`src/rtl/digcal_pkg.sv`:
```
// Shared constants, date record and BCD helpers for the calendar stage.
package digcal_pkg;

  typedef enum logic [2:0] {
    SUN = 3'd0, MON = 3'd1, TUE = 3'd2, WED = 3'd3,
    THU = 3'd4, FRI = 3'd5, SAT = 3'd6
  } weekday_e;

  localparam logic [7:0] RST_DAY  = 8'h01;
  localparam logic [4:0] RST_MON  = 5'h01;
  localparam logic [7:0] RST_YEAR = 8'h00;

  localparam logic [7:0] BCD_HOUR_MAX   = 8'h23;
  localparam logic [7:0] BCD_MINSEC_MAX = 8'h59;
  localparam logic [4:0] BCD_MON_MAX    = 5'h12;
  localparam logic [7:0] BCD_YEAR_MAX   = 8'h99;

  typedef struct packed {
    logic [7:0] day;
    logic [4:0] mon;
    logic [7:0] year;
    logic [2:0] wday;
  } date_t;

  function automatic logic bcd_ok(input logic [3:0] d);
    return d <= 4'd9;
  endfunction

  // Two-digit BCD increment; 99 wraps to 00.
  function automatic logic [7:0] bcd_inc(input logic [7:0] v);
    logic [7:0] r;
    if (v[3:0] == 4'd9)
      r = {(v[7:4] == 4'd9) ? 4'd0 : v[7:4] + 4'd1, 4'd0};
    else
      r = {v[7:4], v[3:0] + 4'd1};
    return r;
  endfunction

endpackage

```
`src/rtl/digcal_dim.sv`:
```
// Days in a BCD month for a BCD two-digit year; dim is 00 for an invalid month.
module digcal_dim #(
  parameter bit YEAR00_LEAP = 1'b1
) (
  input  logic [4:0] mon,
  input  logic [7:0] year,
  output logic [7:0] dim,
  output logic       leap
);

  // Divisible-by-4 test done on the digits: even tens need units 0/4/8, odd tens need 2/6.
  always_comb begin
    leap = 1'b0;
    if (year == 8'h00)
      leap = YEAR00_LEAP;
    else if (!year[4])
      leap = (year[3:0] == 4'd0) || (year[3:0] == 4'd4) || (year[3:0] == 4'd8);
    else
      leap = (year[3:0] == 4'd2) || (year[3:0] == 4'd6);
  end

  always_comb begin
    dim = 8'h00;
    case (mon)
      5'h01, 5'h03, 5'h05, 5'h07,
      5'h08, 5'h10, 5'h12:         dim = 8'h31;
      5'h04, 5'h06, 5'h09, 5'h11:  dim = 8'h30;
      5'h02:                       dim = leap ? 8'h29 : 8'h28;
      default:                     dim = 8'h00;
    endcase
  end

endmodule

```
`src/rtl/digcal_date.sv`:
```
// BCD calendar: advances day/month/year/weekday on the 23:59:59 edge, accepts
// validated date loads and flags rejected ones.
module digcal_date
  import digcal_pkg::*;
#(
  parameter int RST_WEEKDAY = 6,
  parameter bit YEAR00_LEAP = 1'b1
) (
  input  logic       clk_1s,
  input  logic       reset,
  input  logic [1:0] H1,
  input  logic [3:0] H0,
  input  logic [3:0] M1,
  input  logic [3:0] M0,
  input  logic [3:0] S1,
  input  logic [3:0] S0,
  input  logic       LD_time,
  input  logic       LD_date,
  input  logic [1:0] D_in1,
  input  logic [3:0] D_in0,
  input  logic       Mo_in1,
  input  logic [3:0] Mo_in0,
  input  logic [3:0] Y_in1,
  input  logic [3:0] Y_in0,
  input  logic [2:0] W_in,
  output logic [1:0] D_out1,
  output logic [3:0] D_out0,
  output logic       Mo_out1,
  output logic [3:0] Mo_out0,
  output logic [3:0] Y_out1,
  output logic [3:0] Y_out0,
  output logic [2:0] W_out,
  output logic       new_day,
  output logic       date_err
);

  date_t      cur, adv, ld;
  logic [7:0] cur_dim, ld_dim;
  logic       unused_cur_leap, unused_ld_leap;
  logic       detect, ld_ok;

  digcal_dim #(.YEAR00_LEAP(YEAR00_LEAP)) u_dim_cur (
    .mon  (cur.mon),
    .year (cur.year),
    .dim  (cur_dim),
    .leap (unused_cur_leap)
  );

  digcal_dim #(.YEAR00_LEAP(YEAR00_LEAP)) u_dim_ld (
    .mon  (ld.mon),
    .year (ld.year),
    .dim  (ld_dim),
    .leap (unused_ld_leap)
  );

  always_comb begin
    ld = '{day:  {2'b00, D_in1, D_in0},
           mon:  {Mo_in1, Mo_in0},
           year: {Y_in1, Y_in0},
           wday: W_in};
  end

  assign detect = ({2'b00, H1, H0} == BCD_HOUR_MAX) &&
                  ({M1, M0} == BCD_MINSEC_MAX) &&
                  ({S1, S0} == BCD_MINSEC_MAX);

  // ld_dim is 00 for any bad month code, so the day range test also rejects it.
  assign ld_ok = bcd_ok(D_in0) && bcd_ok(Mo_in0) && bcd_ok(Y_in1) && bcd_ok(Y_in0) &&
                 (ld.day != 8'h00) && (ld.day <= ld_dim) && (W_in <= SAT);

  always_comb begin
    adv      = cur;
    adv.wday = (cur.wday >= 3'(SAT)) ? 3'(SUN) : cur.wday + 3'd1;
    if (cur.day < cur_dim) begin
      adv.day = bcd_inc(cur.day);
    end else begin
      adv.day = RST_DAY;
      if (cur.mon < BCD_MON_MAX) begin
        adv.mon = (cur.mon[3:0] == 4'd9) ? 5'h10 : cur.mon + 5'd1;
      end else begin
        adv.mon  = RST_MON;
        adv.year = (cur.year == BCD_YEAR_MAX) ? 8'h00 : bcd_inc(cur.year);
      end
    end
  end

  always_ff @(posedge clk_1s or posedge reset) begin
    if (reset) begin
      cur      <= '{day: RST_DAY, mon: RST_MON, year: RST_YEAR, wday: 3'(RST_WEEKDAY)};
      new_day  <= 1'b0;
      date_err <= 1'b0;
    end else if (LD_date) begin
      if (ld_ok) begin
        cur      <= ld;
        date_err <= 1'b0;
      end else begin
        date_err <= 1'b1;
      end
      new_day <= 1'b0;
    end else if (detect && !LD_time) begin
      cur     <= adv;
      new_day <= 1'b1;
    end else begin
      new_day <= 1'b0;
    end
  end

  assign {D_out1, D_out0}   = cur.day[5:0];
  assign {Mo_out1, Mo_out0} = cur.mon;
  assign {Y_out1, Y_out0}   = cur.year;
  assign W_out              = cur.wday;

  // day tens never exceeds 3, so the top two bits of cur.day stay zero
  logic unused_day_hi;
  assign unused_day_hi = |cur.day[7:6];

endmodule

```
`config.mk`:
```
export PLATFORM = sky130hd
export DESIGN_NAME = digcal_date
export DESIGN_NICKNAME = d
export VERILOG_FILES = /design/src/rtl/digcal_pkg.sv /design/src/rtl/digcal_dim.sv /design/src/rtl/digcal_date.sv
export SDC_FILE = /design/constraint.sdc
export NUM_CORES = 1
export LEC_CHECK = 0
export ABC_AREA = 0
export CORE_ASPECT_RATIO = 0.7
export CORE_MARGIN = 2
export CORE_UTILIZATION = 52
export CTS_CLUSTER_DIAMETER = 100
export DETAILED_ROUTE_END_ITERATION = 8
export MAX_ROUTING_LAYER = met4
export PLACE_DENSITY = 0.87
export REMOVE_ABC_BUFFERS = 1
export SETUP_SLACK_MARGIN = 0.05
export SLEW_MARGIN = 20
export SYNTH_ARGS = -nofsm -noshare
export SYNTH_HDL_FRONTEND = slang
export SYNTH_SLANG_ARGS = --single-unit
```
`constraint.sdc`:
```
create_clock -name clk_1s -period 5.1 [get_ports clk_1s]
set_input_delay 1.02 -clock clk_1s [delete_from_list [all_inputs] [get_ports clk_1s]]
set_output_delay 1.02 -clock clk_1s [all_outputs]
set_load 0.005 [all_outputs]
```
==> impl_metrics.csv, run 1 <==
group,metric,value,unit
status,outcome,"finished with violations",
status,violations,"design-rule violations",
logic_synthesis,syn_area,2430,um^2
logic_synthesis,synth-adder-area-share,8.23,%
global_route,grt_overflow_total,0,
global_route,grt_pass1_vias,2147,
clock_tree,postCtsSetupRepairBufs,0,
logic_synthesis,synth-simple-area-share,20.7,%
global_route,antenna_found_initial,0,
logic_synthesis,synth.distinct_cells,62,
logic_synthesis,synth_top_family_by_area,"compound AO/OA/AOI/OAI gates",
sta,final_hold_viol_count,0,
setup_path,max_stage_delay,520,ps
logic_synthesis,synth_compound_area_share,27.0,%
floorplanning,die_y,61.2,um
drt,via_per_inst,6.14,
logic_synthesis,synthFlopType,"dfrtp_1",
finish,layout_common_cells,"71 x clkdlybuf4s50_1, 24 x nor2_1, 22 x dfrtp_1, 22 x nand2_1, 17 x a21oi_1",
power,p_per_area,409,nW/um^2
placed_design,placed_cells,381,
setup_path,path_cells,"clkdlybuf4s50_1 -> nand2b_1 -> or4_1 -> and2_1 -> ha_1 -> nand4_1 -> o32a_1 -> o31ai_4 -> a41oi_4 -> or2_1 -> a221oi_2",
drt,wl_per_cell,16.4,um
floorplanning,die_x,85.7,um
power,max-vdd-ir-drop,0.327,mV
logic_synthesis,ys_ff_latch,26,
setup_path,arrival,4370,ps
logic_synthesis,yosysWarningCount,0,
setup_path,slowest_stage,"or2_1",
clock_tree,root_buffer,"clkbuf_8",
floorplanning,coreArea,4430,um^2
setup_path,path_max_fanout,21,
sta,rsz0062_at_grt,"no",
logic_synthesis,synth_edf_count,0,
clock_tree,htreeDepth,1,
clock_tree,cts_tree,"yes",
setup_path,rrSetupSlack,2200,ps
setup_path,crit_family,"simple AND/OR/NAND/NOR gates",
power,leakagePower,1.20,nW
sta,fin_crit_sh,82.1,%
global_route,track_usage,25.7,%
clock_tree,clk_pin_slew_worst_paths,90,ps
placed_design,place_hpwl,4.82,mm
placed_design,place.gp.congestion,0.892,
logic_synthesis,synth_cells,288,
clock_tree,cts-resized-gates,0,
sta,final.setup.tns,0,ps
power,power.total,1.26,mW
clock_tree,cts.sinks,26,
drt,drtPass1Iterations,8,
clock_tree,ctsLongestPathBuffers,2,
logic_synthesis,async_flop_share,100,%
worst_hold_path,hp-class,"flop to flop",
flow_run,cap_violations,0,
finish,final_cells,385,
sta,finClkSkew,5.80,ps
drt,ant_nets,0,
setup_path,worstSetupStartpointType,"input port",
clock_tree,postCtsHoldBufs,0,
logic_synthesis,yosysSeqAreaShare,27.0,%
sta,setup_viol_count_final,0,
floorplanning,die-area,5250,um^2
finish,layout_commonest_cell,"clkdlybuf4s50_1",
sta,relSlewSlack,32.2,%
logic_synthesis,synth-xor-area-share,0.360,%
sta,layout_min_cycle_time,4190,ps
finish,fin_area,3070,um^2
setup_path,cp_num_buf_inv,1,
floorplanning,initial_utilization,54.9,%
drt,via_count,2363,
sta,max_slew.worst_pin.slew,1020,ps
placed_design,portBuffers,71,
sta,maxSlewViolCount,0,
drt,initialDrtViolationCount,164,
sta,whs,536,ps
logic_synthesis,avgSynthCellArea,8.45,um^2
finish,synthToLayoutAreaGrowth,26.2,%
sta,fmax,239,MHz
clock_tree,numCtsBuffers,3,
setup_path,setup.worst_path.class,"input port to flop",
setup_path,cp_data_required_time,5290,ps
setup_path,cp-end-kind,"flop",
floorplanning,ios,72,
logic_synthesis,synthMuxAreaShare,4.37,%
finish,diodes,0,
finish,finalNetCount,395,
drt,drcViolationCount,3,
global_route,grt_pass1_wl,10.3,mm
finish,fillers,357,
floorplanning,rows,20,
clock_tree,insertion_delay,280,ps
global_route,grt_max_degree,27,
placed_design,dpl-instance-area,3000,um^2
drt,routed_wl,6.30,mm
finish,layout-drive-gt1-share,7.58,%
-- layout make-up --
cell class                      count  area, um^2  area share, %
Tap cell                           55        68.8           2.24
Inverter                           17        63.8           2.08
Timing Repair Buffer               74         733           23.9
Clock inverter                      1        30.0          0.978
Sequential cell                    26         656           21.4
Clock buffer                        3        41.3           1.35
Multi-Input combinational cell    209        1480           48.1
-- through the flow --
stage / utilization [%] / setup WS [ps]
floorplan: - / 1460
global route: 69.3 / 783
global placement: 67.7 / 782
detailed placement: 67.7 / 669
CTS: 69.3 / 960
finish: 69.3 / 911
-- where the power goes --
part	leakage, nW	switching [mW]	total [mW]	internal [mW]
clock network	0.0357	0.0713	0.177	0.105
registers	0.314	0.144	0.429	0.286
logic	0.852	0.307	0.650	0.343
-- final timing paths --
path | depth (start not counted) | startpoint | end
worst min-delay path | 2 | W_out[2] | W_out[2]
max in group asynchronous | 2 | reset | Y_out0[0]
worst max register to register | 12 | Mo_out0[1] | Y_out0[3]
worst max-delay path | 11 | Mo_in0[3] | Y_out0[2]
worst min register to register | 2 | W_out[2] | W_out[2]
min in group asynchronous | 2 | reset | D_out0[3]
-- flip-flops by register name (all words and copies together), names as in the netlist --
register,count
new_day,1
Y_out1,4
D_out0,4
Mo_out0,4
D_out1,2
cur,2
W_out,3
Mo_out1,1
Y_out0,4
date_err,1
-- layer usage --
metal / track usage (%) / wire length, um
met5: - / 0
met4: 7.03 / 61
met2: 38.2 / 2820
met3: 4.42 / 459
met1: 36.6 / 2960
-- cell usage after synthesis, types with 4 or more instances --
master | count | share of area [%]
nor2_1 | 24 | 3.7
dfrtp_1 | 22 | 23
nand2_1 | 22 | 3.4
buf_4 | 21 | 6.5
a21oi_1 | 17 | 3.5
ha_1 | 16 | 8.2
inv_1 | 15 | 2.3
o21ai_0 | 15 | 3.1
clkbuf_1 | 10 | 1.5
o21ai_1 | 7 | 1.4
a22oi_1 | 6 | 1.9
nand3_1 | 6 | 1.2
a211oi_1 | 5 | 1.5
mux2i_1 | 5 | 2.1
nor3_1 | 5 | 1.0
nor4bb_1 | 5 | 2.1
o31ai_1 | 5 | 1.5
dfstp_2 | 4 | 4.3
o22ai_1 | 4 | 1.0
-- worst min-delay path: stages, from the launching register on --
cell and delay [ps]:
dfstp_2 390, o21ai_0 60, o21ai_0 80
-- logic make-up after synthesis --
family / after synthesis
buffers and inverters: 53
AND/OR/NAND/NOR: 93
adder cells (fa/ha/maj): 16
flip-flops: 26
multiplexers: 9
XOR/XNOR: 1
AO/OA/AOI/OAI: 90
No activity file was read; power rests on OpenSTA's default activity.
==> run 2, diff against run 1 <==
--- a/config.mk
+++ b/config.mk
@@ -8,11 +8,11 @@
 export ABC_AREA = 0
 export CORE_ASPECT_RATIO = 0.7
 export CORE_MARGIN = 2
-export CORE_UTILIZATION = 52
+export CORE_UTILIZATION = 48
 export CTS_CLUSTER_DIAMETER = 100
 export DETAILED_ROUTE_END_ITERATION = 8
 export MAX_ROUTING_LAYER = met4
-export PLACE_DENSITY = 0.87
+export PLACE_DENSITY = 0.81
 export REMOVE_ABC_BUFFERS = 1
 export SETUP_SLACK_MARGIN = 0.05
 export SLEW_MARGIN = 20
==> constraint.sdc (replaced) <==
create_clock -name clk_1s -period 4 [get_ports clk_1s]
set_input_delay 0.8 -clock clk_1s [delete_from_list [all_inputs] [get_ports clk_1s]]
set_output_delay 0.8 -clock clk_1s [all_outputs]
set_load 0.005 [all_outputs]
==> run 2 against run 1 <==
Effect of this change:
- the flow now finishes without violations
- cell count grew 5.7%
- largest power group unchanged
- first-iteration DRC count shrank 16%
- critical endpoint is now Y_out0[0]
- critical path type unchanged
- wire length shrank 0.70%
- largest cell class unchanged
- via count is essentially flat
==> impl_metrics.csv, run 2 (synthesized netlist as in run 1, its figures left out) <==
group,metric,value,unit
status,outcome,"complete, no violations",
power,leakagePower,1.24,nW
global_route,antenna_found_initial,0,
worst_hold_path,min_path_cells,2,
sta,finClkSkew,10.1,ps
global_route,grt_pass1_wl,10.2,mm
setup_path,cp-end-kind,"flop",
flow_run,cap_violations,0,
setup_path,reg2reg_depth,12,
floorplanning,initial_utilization,50.3,%
floorplanning,rows,21,
placed_design,place_hpwl,4.73,mm
clock_tree,postCtsHoldBufs,0,
clock_tree,cts-resized-gates,0,
power,p_per_area,506,nW/um^2
sta,setup_viol_count_final,0,
finish,synthToLayoutAreaGrowth,29.4,%
finish,finalNetCount,403,
setup_path,cp_data_required_time,4180,ps
clock_tree,clk_pin_slew_worst_paths,90,ps
worst_hold_path,hp-class,"flop to flop",
floorplanning,ios,72,
global_route,track_usage,23.0,%
setup_path,arrival,3830,ps
sta,final.setup.tns,0,ps
finish,layout_commonest_cell,"clkdlybuf4s50_1",
sta,layout_min_cycle_time,3660,ps
global_route,grt_overflow_total,0,
floorplanning,die-area,5660,um^2
setup_path,path_max_fanout,10,
floorplanning,die_x,89.1,um
floorplanning,die_y,63.6,um
power,clock_power_share,14.1,%
sta,rsz0062_at_grt,"no",
power,p_switching,657,uW
drt,drcViolationCount,0,
power,pwr-share-seq,34.5,%
clock_tree,insertion_delay,280,ps
power,p_comb_share,51.4,%
drt,ant_nets,0,
setup_path,worstSetupStartpointType,"input port",
finish,diodes,0,
sta,whs,516,ps
sta,fmax,273,MHz
clock_tree,cts.sinks,26,
global_route,grt_pass1_vias,2109,
drt,via_per_inst,5.80,
sta,final_hold_viol_count,0,
sta,fin_crit_sh,91.4,%
power,max-vdd-ir-drop,0.282,mV
clock_tree,ctsLongestPathBuffers,2,
finish,layout-drive-gt1-share,10.1,%
power,p_int,936,uW
clock_tree,htreeDepth,1,
finish,layout_common_cells,"71 x clkdlybuf4s50_1, 24 x nor2_1, 22 x dfrtp_1, 22 x nand2_1, 17 x a21oi_1",
drt,via_count,2362,
clock_tree,postCtsSetupRepairBufs,0,
finish,seq_area,656,um^2
clock_tree,numCtsBuffers,3,
clock_tree,root_buffer,"clkbuf_8",
finish,fillers,426,
placed_design,portBuffers,71,
clock_tree,cts_tree,"yes",
sta,maxSlewViolCount,0,
placed_design,place.gp.congestion,0.887,
sta,max_slew.worst_pin.slew,718,ps
setup_path,setup.worst_path.class,"input port to flop",
sta,relSlewSlack,52.1,%
global_route,grt_max_degree,28,
finish,multi_input_area,1480,um^2
drt,drtPass1Iterations,6,
floorplanning,coreArea,4830,um^2
drt,initialDrtViolationCount,137,
power,swShare,41.2,%
drt,routed_wl,6.26,mm
drt,wl_per_cell,15.4,um
-- run 2: metal layers --
metal | up-vias | share of wire [%] | global-route usage [%] | wire length [um]
li1 | 1148 | - | - | -
met1 | 1100 | 47 | 34.4 | 2960
met2 | 112 | 44 | 33.3 | 2750
met3 | 2 | 8.6 | 4.98 | 536
met4 | 0 | 0.18 | 1.87 | 11
met5 | - | 0 | - | 0
-- run 2: path summary, 6_finish.rpt --
kind / slack (ps) / endpoint / startpoint
worst max-delay path: 340 / Y_out0[0] / Mo_in0[3]
min in group asynchronous: 880 / Y_out1[0] / reset
max in group asynchronous: 2740 / W_out[1] / reset
worst max register to register: 1130 / Y_out1[1] / Mo_out0[2]
worst min-delay path: 520 / W_out[1] / W_out[1]
worst min register to register: 520 / W_out[1] / W_out[1]
-- run 2: critical path, cell delays in order --
cell and delay, ps:
clkdlybuf4s50_1 470, nand2b_1 190, or4_1 440, and2_1 170, ha_1 290, nand4_1 90
o32a_1 320, o31ai_4 80, a41oi_4 210, or2_1 450, o41ai_2 320
-- run 2: through the flow --
stage	cells	setup WS [ps]	power (mW)	area [um^2]	utilization, %
3_3_place_gp	403	136	1.34	3080	63.6
5_1_grt	407	206	1.72	3150	65.1
4_1_cts	407	367	1.59	3150	65.1
2_1_floorplan	252	585	0.966	2200	-
3_5_place_dp	403	70.0	1.36	3080	63.6
6_report	407	342	1.59	3150	65.1
-- run 2: power by group through the flow --
stage / combinational [mW] / clock (mW) / sequential (mW)
2_1_floorplan: 0.455 / 0 / 0.511
3_3_place_gp: 0.797 / 0 / 0.546
3_5_place_dp: 0.811 / 0 / 0.549
4_1_cts: 0.814 / 0.227 / 0.545
5_1_grt: 0.910 / 0.237 / 0.571
6_report: 0.819 / 0.224 / 0.550
-- run 2: layout make-up --
class | count | area share [%]
multi-input cells | 209 | 46.9
repair buffers | 82 | 25.2
flip-flops and latches | 26 | 20.8
well taps | 69 | 2.74
inverters | 17 | 2.03
clock buffers | 3 | 1.31
clock inverters | 1 | 0.954
==> run 3, diff against run 2 <==
--- a/config.mk
+++ b/config.mk
@@ -19,3 +19,4 @@
 export SYNTH_ARGS = -nofsm -noshare
 export SYNTH_HDL_FRONTEND = slang
 export SYNTH_SLANG_ARGS = --single-unit
+export TNS_END_PERCENT = 1
==> results of run 3 <==
No change in the layout: final DEF, timing and power equal those of run 2.
